<file path="src/rtl/qc_block_rotator.sv">
// qc_block_rotator: pipelined circular rotator for QC-LDPC lifting.
// Rotates the low Z bits of a MAXZ-wide word by a runtime shift amount, in either direction.
// Ports:
//   CLK, rst            clock; synchronous active-high reset
//   in_valid/in_ready   input handshake (in_ready is combinational)
//   in_data, in_z       data word and runtime lifting size (1..MAXZ)
//   in_shift, in_dir    rotation amount (0..Z-1); 0 = right, 1 = left
//   in_tag              sideband carried alongside the beat
//   out_valid/out_ready output handshake
//   out_data, out_tag   rotated word (zero above Z), tag of the beat
//   out_err             illegal Z or shift seen for this beat (data forced to 0)
module qc_block_rotator #(
  parameter int unsigned MAXZ                  = 81,
  parameter int unsigned PIPE_STAGES_PER_CYCLE = 1,
  parameter int unsigned TAG_W                 = 8,
  localparam int unsigned ZW                   = $clog2(MAXZ + 1)
) (
  input  logic             CLK,
  input  logic             rst,
  input  logic             in_valid,
  output logic             in_ready,
  input  logic [MAXZ-1:0]  in_data,
  input  logic [ZW-1:0]    in_z,
  input  logic [ZW-1:0]    in_shift,
  input  logic             in_dir,
  input  logic [TAG_W-1:0] in_tag,
  output logic             out_valid,
  input  logic             out_ready,
  output logic [MAXZ-1:0]  out_data,
  output logic [TAG_W-1:0] out_tag,
  output logic             out_err
);

  localparam int unsigned NL = $clog2(MAXZ);
  localparam int unsigned NS = (NL + PIPE_STAGES_PER_CYCLE - 1) / PIPE_STAGES_PER_CYCLE;

  typedef logic [MAXZ-1:0] word_t;
  typedef logic [ZW-1:0]   amt_t;

  // Low-Z-bit mask; a Z at or above MAXZ yields all ones.
  function automatic word_t mask_of(input amt_t z);
    return ~({MAXZ{1'b1}} << z);
  endfunction

  // Logical right shift using the mux levels base..base+P-1 of amount a.
  function automatic word_t shr_lv(input word_t d, input amt_t a, input int unsigned base);
    word_t t;
    amt_t  sh;
    t = d;
    for (int unsigned j = 0; j < PIPE_STAGES_PER_CYCLE; j++) begin
      sh = a >> (base + j);
      if ((base + j) < NL && sh[0]) t = t >> (32'd1 << (base + j));
    end
    return t;
  endfunction

  // Logical left shift using the mux levels base..base+P-1 of amount a.
  function automatic word_t shl_lv(input word_t d, input amt_t a, input int unsigned base);
    word_t t;
    amt_t  sh;
    t = d;
    for (int unsigned j = 0; j < PIPE_STAGES_PER_CYCLE; j++) begin
      sh = a >> (base + j);
      if ((base + j) < NL && sh[0]) t = t << (32'd1 << (base + j));
    end
    return t;
  endfunction

  // Mux-stage registers: index 0 is the input register, NS-1 feeds the output register.
  logic [NS-1:0]    vld_q, vld_d;
  word_t            rw_q  [NS];
  word_t            rw_d  [NS];
  word_t            lw_q  [NS];
  word_t            lw_d  [NS];
  amt_t             r_q   [NS];
  amt_t             r_d   [NS];
  amt_t             l_q   [NS];
  amt_t             l_d   [NS];
  amt_t             z_q   [NS];
  amt_t             z_d   [NS];
  logic [TAG_W-1:0] tag_q [NS];
  logic [TAG_W-1:0] tag_d [NS];
  logic [NS-1:0]    err_q, err_d;

  logic             out_valid_q;
  word_t            out_data_q, out_data_d;
  logic [TAG_W-1:0] out_tag_q;
  logic             out_err_q;

  logic  err_in;
  amt_t  r_in, l_in;
  word_t word_in;

  // The whole pipeline advances together, so one stall signal covers every stage.
  assign in_ready = !out_valid_q || out_ready;

  // Input decode: legality, right/left amounts, masked word.
  always_comb begin
    err_in  = (in_z == '0) || (32'(in_z) > MAXZ) || (in_shift >= in_z);
    r_in    = in_dir ? ((in_shift == '0) ? '0 : ZW'(in_z - in_shift)) : in_shift;
    // l == Z only when r == 0, and then the right path alone already gives the identity.
    l_in    = ZW'(in_z - r_in);
    word_in = err_in ? '0 : (in_data & mask_of(in_z));
  end

  // Next-state for the stage registers and the combined output word.
  always_comb begin
    vld_d    = '0;
    err_d    = '0;
    vld_d[0] = in_valid;
    rw_d[0]  = word_in;
    lw_d[0]  = word_in;
    r_d[0]   = r_in;
    l_d[0]   = l_in;
    z_d[0]   = in_z;
    tag_d[0] = in_tag;
    err_d[0] = err_in;
    for (int unsigned s = 1; s < NS; s++) begin
      vld_d[s] = vld_q[s-1];
      rw_d[s]  = shr_lv(rw_q[s-1], r_q[s-1], (s - 1) * PIPE_STAGES_PER_CYCLE);
      lw_d[s]  = shl_lv(lw_q[s-1], l_q[s-1], (s - 1) * PIPE_STAGES_PER_CYCLE);
      r_d[s]   = r_q[s-1];
      l_d[s]   = l_q[s-1];
      z_d[s]   = z_q[s-1];
      tag_d[s] = tag_q[s-1];
      err_d[s] = err_q[s-1];
    end
    // Last mux level, then merge both halves and drop bits the left shift pushed past Z.
    out_data_d = (shr_lv(rw_q[NS-1], r_q[NS-1], (NS - 1) * PIPE_STAGES_PER_CYCLE) |
                  shl_lv(lw_q[NS-1], l_q[NS-1], (NS - 1) * PIPE_STAGES_PER_CYCLE)) &
                 mask_of(z_q[NS-1]);
  end

  // Pipeline registers; reset wins over stall.
  always_ff @(posedge CLK) begin
    if (rst) begin
      vld_q       <= '0;
      err_q       <= '0;
      for (int unsigned s = 0; s < NS; s++) begin
        rw_q[s]  <= '0;
        lw_q[s]  <= '0;
        r_q[s]   <= '0;
        l_q[s]   <= '0;
        z_q[s]   <= '0;
        tag_q[s] <= '0;
      end
      out_valid_q <= 1'b0;
      out_data_q  <= '0;
      out_tag_q   <= '0;
      out_err_q   <= 1'b0;
    end else if (in_ready) begin
      vld_q       <= vld_d;
      err_q       <= err_d;
      for (int unsigned s = 0; s < NS; s++) begin
        rw_q[s]  <= rw_d[s];
        lw_q[s]  <= lw_d[s];
        r_q[s]   <= r_d[s];
        l_q[s]   <= l_d[s];
        z_q[s]   <= z_d[s];
        tag_q[s] <= tag_d[s];
      end
      out_valid_q <= vld_q[NS-1];
      out_data_q  <= out_data_d;
      out_tag_q   <= tag_q[NS-1];
      out_err_q   <= err_q[NS-1];
    end
  end

  assign out_valid = out_valid_q;
  assign out_data  = out_data_q;
  assign out_tag   = out_tag_q;
  assign out_err   = out_err_q;

endmodule
</file>
<file path="config.mk">
export PLATFORM = sky130hd
export DESIGN_NAME = qc_block_rotator
export DESIGN_NICKNAME = d
export VERILOG_FILES = /design/src/rtl/qc_block_rotator.sv
export SDC_FILE = /design/constraint.sdc
export NUM_CORES = 2
export LEC_CHECK = 0
export BUFFER_PORTS_ARGS = -buffer_cell sky130_fd_sc_hd__buf_2
export CORE_ASPECT_RATIO = 1.75
export CORE_MARGIN = 5
export CORE_UTILIZATION = 62
export DETAILED_ROUTE_END_ITERATION = 10
export HOLD_SLACK_MARGIN = 0.12
export PLACE_DENSITY_LB_ADDON = 0.2
export SLEW_MARGIN = 5
export SYNTH_ARGS = -nofsm -noshare
export SYNTH_HDL_FRONTEND = slang
export SYNTH_SLANG_ARGS = --single-unit
</file>
<file path="constraint.sdc">
create_clock -name CLK -period 37.1 [get_ports CLK]
set_clock_uncertainty 0.1 [all_clocks]
set_input_delay 7.42 -clock CLK [delete_from_list [all_inputs] [get_ports CLK]]
set_output_delay 7.42 -clock CLK [all_outputs]
set_load 0.01 [all_outputs]
</file>
After elaboration in Yosys (flattened, before gate mapping) --
Memories as Yosys holds them, arrays and structs flattened. A register that Yosys moved wholly into a read port is not among the register bits. Cells that the tools add are included.
Cells by class: shift operators 2, magnitude comparators 2, reductions and logical operators 6, mux-type cells 64, $add $sub $neg 2, bitwise operators 47
Operator list (number):
- $mux W81 | 29
- $and A81 B81 Y81 | 2
- $not A81 Y81 | 2
- $shl A81 B7 Y81 const A | 2
- $mux W7 | 23
- $or A81 B81 Y81 | 1
- $mux W8 | 7
- $or A1 B1 Y1 | 42
- $logic_not A7 Y1 | 2
- $sub A7 B7 Y7 | 2
- $ge A7 B7 Y1 | 1
- $gt A7 B7 Y1 const B | 1
- $mux W1 | 5
- $logic_or A1 B1 Y1 | 3
- $logic_not A1 Y1 | 1
Word-level totals: memories kept 6, RAM bits 1337, bits of input ports 108, flip-flop bits (word level) 97
Memories:
- lw_q | words 7, width 81, rd ports 7, clocked after memory_dff 0, write ports 7, RTL line 73 | word_t lw_q [NS];
- rw_q | words 7, width 81, rd ports 7, clocked after memory_dff 0, write ports 7, RTL line 71 | word_t rw_q [NS];
- tag_q | words 7, width 8, rd ports 7, clocked after memory_dff 1, write ports 7, RTL line 81 | logic [TAG_W-1:0] tag_q [NS];
- l_q | words 7, width 7, rd ports 7, clocked after memory_dff 0, write ports 7, RTL line 77 | amt_t l_q [NS];
- r_q | words 7, width 7, rd ports 7, clocked after memory_dff 0, write ports 7, RTL line 75 | amt_t r_q [NS];
- z_q | words 7, width 7, rd ports 7, clocked after memory_dff 0, write ports 7, RTL line 79 | amt_t z_q [NS];

Logic depth before layout (Yosys ltp) --
word-level depth 6, gate-level depth with buffers 15, gate-level depth less buffers 15

Worst setup path before layout --
OpenSTA, ideal clock, no wires.
kind input to register, start point input port out_ready, end point memory l_q[0][0] in the netlist's numbering (enable), data required time 35.459 ns, library setup time 1.541 ns, buffers on the path 3, setup slack 4.105 ns, arrival 31.354 ns, stages 7, path through nor2b_1 > clkbuf_1 > inv_2 > nor2_1 > buf_2 > clkbuf_1 > inv_1
RTL lines:
- from (decl) | RTL line 28 | input logic out_ready,
- to (decl) | RTL line 77

Worst setup path in the final report --
start point input port out_ready, end point output port in_ready
Between the ends: cells in the longest elaborated chain, start to end 1
RTL lines:
- $logic_or A1 B1 Y1 | RTL line 95 | assign in_ready = !out_valid_q || out_ready;
- to (decl) | RTL line 21 | output logic in_ready,
No other way between the ends.

==> metrics.txt <==
post-route design area=~0.063 mm²; DRC=0; die area=roughly 0.099 mm²; status=complete, no violations; crit path max fanout=between 40 and 50; Initial DRC Count=about 2600; worst skew pair latency=around 0.70 ns; GRT Util Overall=0.270; setup tns final=0 ns; CTS H-Tree Depth=3; RSZ-0062 raised after global routing=no; Cell Area, Placed=around 0.059 mm²; post-synthesis cell area=0.0576 mm²; post-synthesis sequential area ratio=0.669; post-CTS sizing=0; hold buffers post-CTS=0; min Tclk post-route=about 16 ns; ys flop type=edfxtp_1; Port Buffers=between 150 and 200; initial core utilization=0.622; Finished Layout Cells=around 5700; Final #Nets=roughly 4500; Worst Path Class, Setup=input pin to primary output; Max Buffers Root-to-Sink=3; row cnt=~150; Reg2Reg Setup Slack=30.78 ns; Hold Violations, Final=0; Async S/R FF share, synth=0; endpoint class of the critical path=primary output; chip width=~240 µm; first-pass GRT wire length=between 200 and 250 mm; worst r2r src=out_valid; Pwr Density=47.5 mW/mm²; DR WL/cell=roughly 24 µm; Die H=~410 µm; I/O Pins=200; GR Overflow Total=0; Sink Count=between 1000 and 1500; Hold Path Depth=1; maximum vdd drop=about 0.046 mV; Worst-Margin Slew=between 1 and 1.5 ns; Setup Buffers After CTS=0; # setup viols final=0; CTS Root Cell=clkbuf_16; vias in the first global route=about 33000; routed via count=32600; Hold EP=out_data[22]; syn_area_per_cell=13.4 µm²; vias per cell=around 5.7; CTS Buf Count=around 110; synthesized flop and latch total=approximately 1300; Core Area=0.0926 mm²; Worst Setup Start Kind=input pin; fillers=6626; max_cap viols=0; Final Slew Violations=0; hold_sp=out_data[22]; Post-DRT Antenna Nets=0; area delta synth->final=9.90%; FF-to-FF End=rw_q[1][47]; initial antenna violation count=2; Synth cell types=67; Pre-antenna DRT Iters=5; Post-synth EDFFs=1214; final core occ=0.684; routability-driven placement congestion ratio=1.11; WP data required=approximately 30 ns; Worst Hold Class=flip-flop to flip-flop; Gate Count Post-Synth=4311; share of cells above drive strength 1=0.104; Net Count, Synth=~4400; Pleak=24.3 nW; CP arrival=~8.7 ns; Post-Route WL=~130 mm; CTS tree=yes; Worst R2R Path Depth=10; post-DP HPWL=approximately 97 mm; Reg clk slew, reported paths=0.06 ns; synth warn=0; largest net degree at the start of global routing=about 210; final worst path period share=0.436; worst hold slack=about 0.35 ns; fmax=0.0618 GHz; Placed Cells=between 5000 and 6000; Max-slew headroom=0.115
-- cell families (layout without fill, tap and decap cells) --
group | count (synthesis) | count (layout) | share of synthesized area
AND/OR/NAND/NOR | 1454 | 1454 | 0.112
adder cells (fa/ha/maj) | 16 | 16 | 0.00367
buffers and inverters | 324 | 490 | 0.0236
flip-flops | 1319 | 1319 | 0.669
XOR/XNOR | 7 | 7 | 0.00106
multiplexers | 857 | 857 | 0.149
other | 0 | 2 | 0
AO/OA/AOI/OAI | 334 | 334 | 0.0416
-- cells in the final DEF, fill, tap and decap left out, types with 13 or more instances in the layout --
master | synthesis | layout
and2_1 | 245 | 245
clkinv_2 | 0 | 17
clkinv_1 | 0 | 13
edfxtp_1 | 1214 | 1214
inv_1 | 23 | 25
a22oi_1 | 47 | 47
a21o_1 | 26 | 26
mux2i_1 | 857 | 857
o21ai_0 | 56 | 56
nor3b_1 | 16 | 16
bufinv_16 | 0 | 20
a22o_1 | 32 | 32
nor2b_1 | 46 | 45
clkbuf_16 | 0 | 118
a221oi_1 | 28 | 28
dfxtp_1 | 105 | 105
and3_1 | 25 | 25
clkbuf_1 | 176 | 21
a21oi_1 | 64 | 63
buf_4 | 0 | 49
nor3_1 | 28 | 28
buf_2 | 107 | 198
nor2_1 | 943 | 939
nand2_1 | 119 | 119
-- final cells by class --
type | instances | area (µm²) | share of cell area
Sequential cell | 1319 | 38600 | 0.609
Multi-Input combinational cell | 2668 | 17800 | 0.280
Clock buffer | 145 | 3110 | 0.0492
Tap cell | 1200 | 1500 | 0.0237
Timing Repair Buffer | 250 | 1420 | 0.0224
Clock inverter | 68 | 871 | 0.0137
Inverter | 27 | 109 | 0.00172
Antenna cell | 2 | 5.00 | 0.0000790
-- per-stage QoR --
stage | power [mW] | setup WS, ns
3_5_place_dp | 1.79 | 20.92
2_1_floorplan | 1.75 | 4.10
3_3_place_gp | 1.78 | 20.93
5_1_grt | 3.10 | 20.87
4_1_cts | 3.02 | 20.92
6_report | 3.01 | 20.91
-- critical path, stage by stage --
cell and delay, ns:
buf_2 0.11, nor2b_4 0.09, buf_4 0.45, inv_2 0.34
buf_2 0.25
-- routing by layer --
metal / vias to the layer above / share of wire / track usage
met5: - / 0.000090 / 0
met4: 2 / 0.089 / 0.193
met3: 368 / 0.040 / 0.0302
met2: 1072 / 0.52 / 0.475
met1: 15500 / 0.35 / 0.303
li1: 15700 / - / -
-- registers in the layout, summed over array words and instances (netlist names) --
signal     flops
err_q          7
l_q           28
lw_q         567
out_data      81
out_err        1
out_tag        8
out_valid      1
r_q           28
rw_q         486
tag_q         56
vld_q          7
z_q           49
-- Yosys cell counts, types with 12 or more instances --
cell type | count | share of area
a221oi_1 | 28 | 0.0043
buf_2 | 107 | 0.0093
a22oi_1 | 47 | 0.0061
a21oi_1 | 64 | 0.0056
inv_1 | 23 | 0.0015
and3_1 | 25 | 0.0027
a22o_1 | 32 | 0.0049
nor2b_1 | 46 | 0.0050
dfxtp_1 | 105 | 0.036
nor2_1 | 943 | 0.061
a21o_1 | 26 | 0.0034
edfxtp_1 | 1214 | 0.63
o21ai_0 | 56 | 0.0049
mux2i_1 | 857 | 0.15
ha_1 | 12 | 0.0026
clkbuf_1 | 176 | 0.011
o31ai_1 | 12 | 0.0016
nand2_1 | 119 | 0.0078
and2_1 | 245 | 0.027
nor3b_1 | 16 | 0.0021
nor3_1 | 28 | 0.0024
buf_1 | 13 | 0.00085
-- report_power, final --
| part | leakage (nW) | internal, mW | switching, mW |
|---|---|---|---|
| clock network | 1.94 | 0.733 | 0.519 |
| logic | 6.58 | 0.0424 | 0.0723 |
| registers | 15.8 | 1.62 | 0.0153 |
-- worst max path at each step --
stage	end	depth (start not counted)	startpoint
4_1_cts	in_ready	5	out_ready
6_report	in_ready	5	out_ready
5_1_grt	in_ready	5	out_ready
3_5_place_dp	in_ready	5	out_ready
3_3_place_gp	in_ready	5	out_ready
2_1_floorplan	l_q[0][0]	7	out_ready
Note: power is estimated with default switching activity, not from simulation.
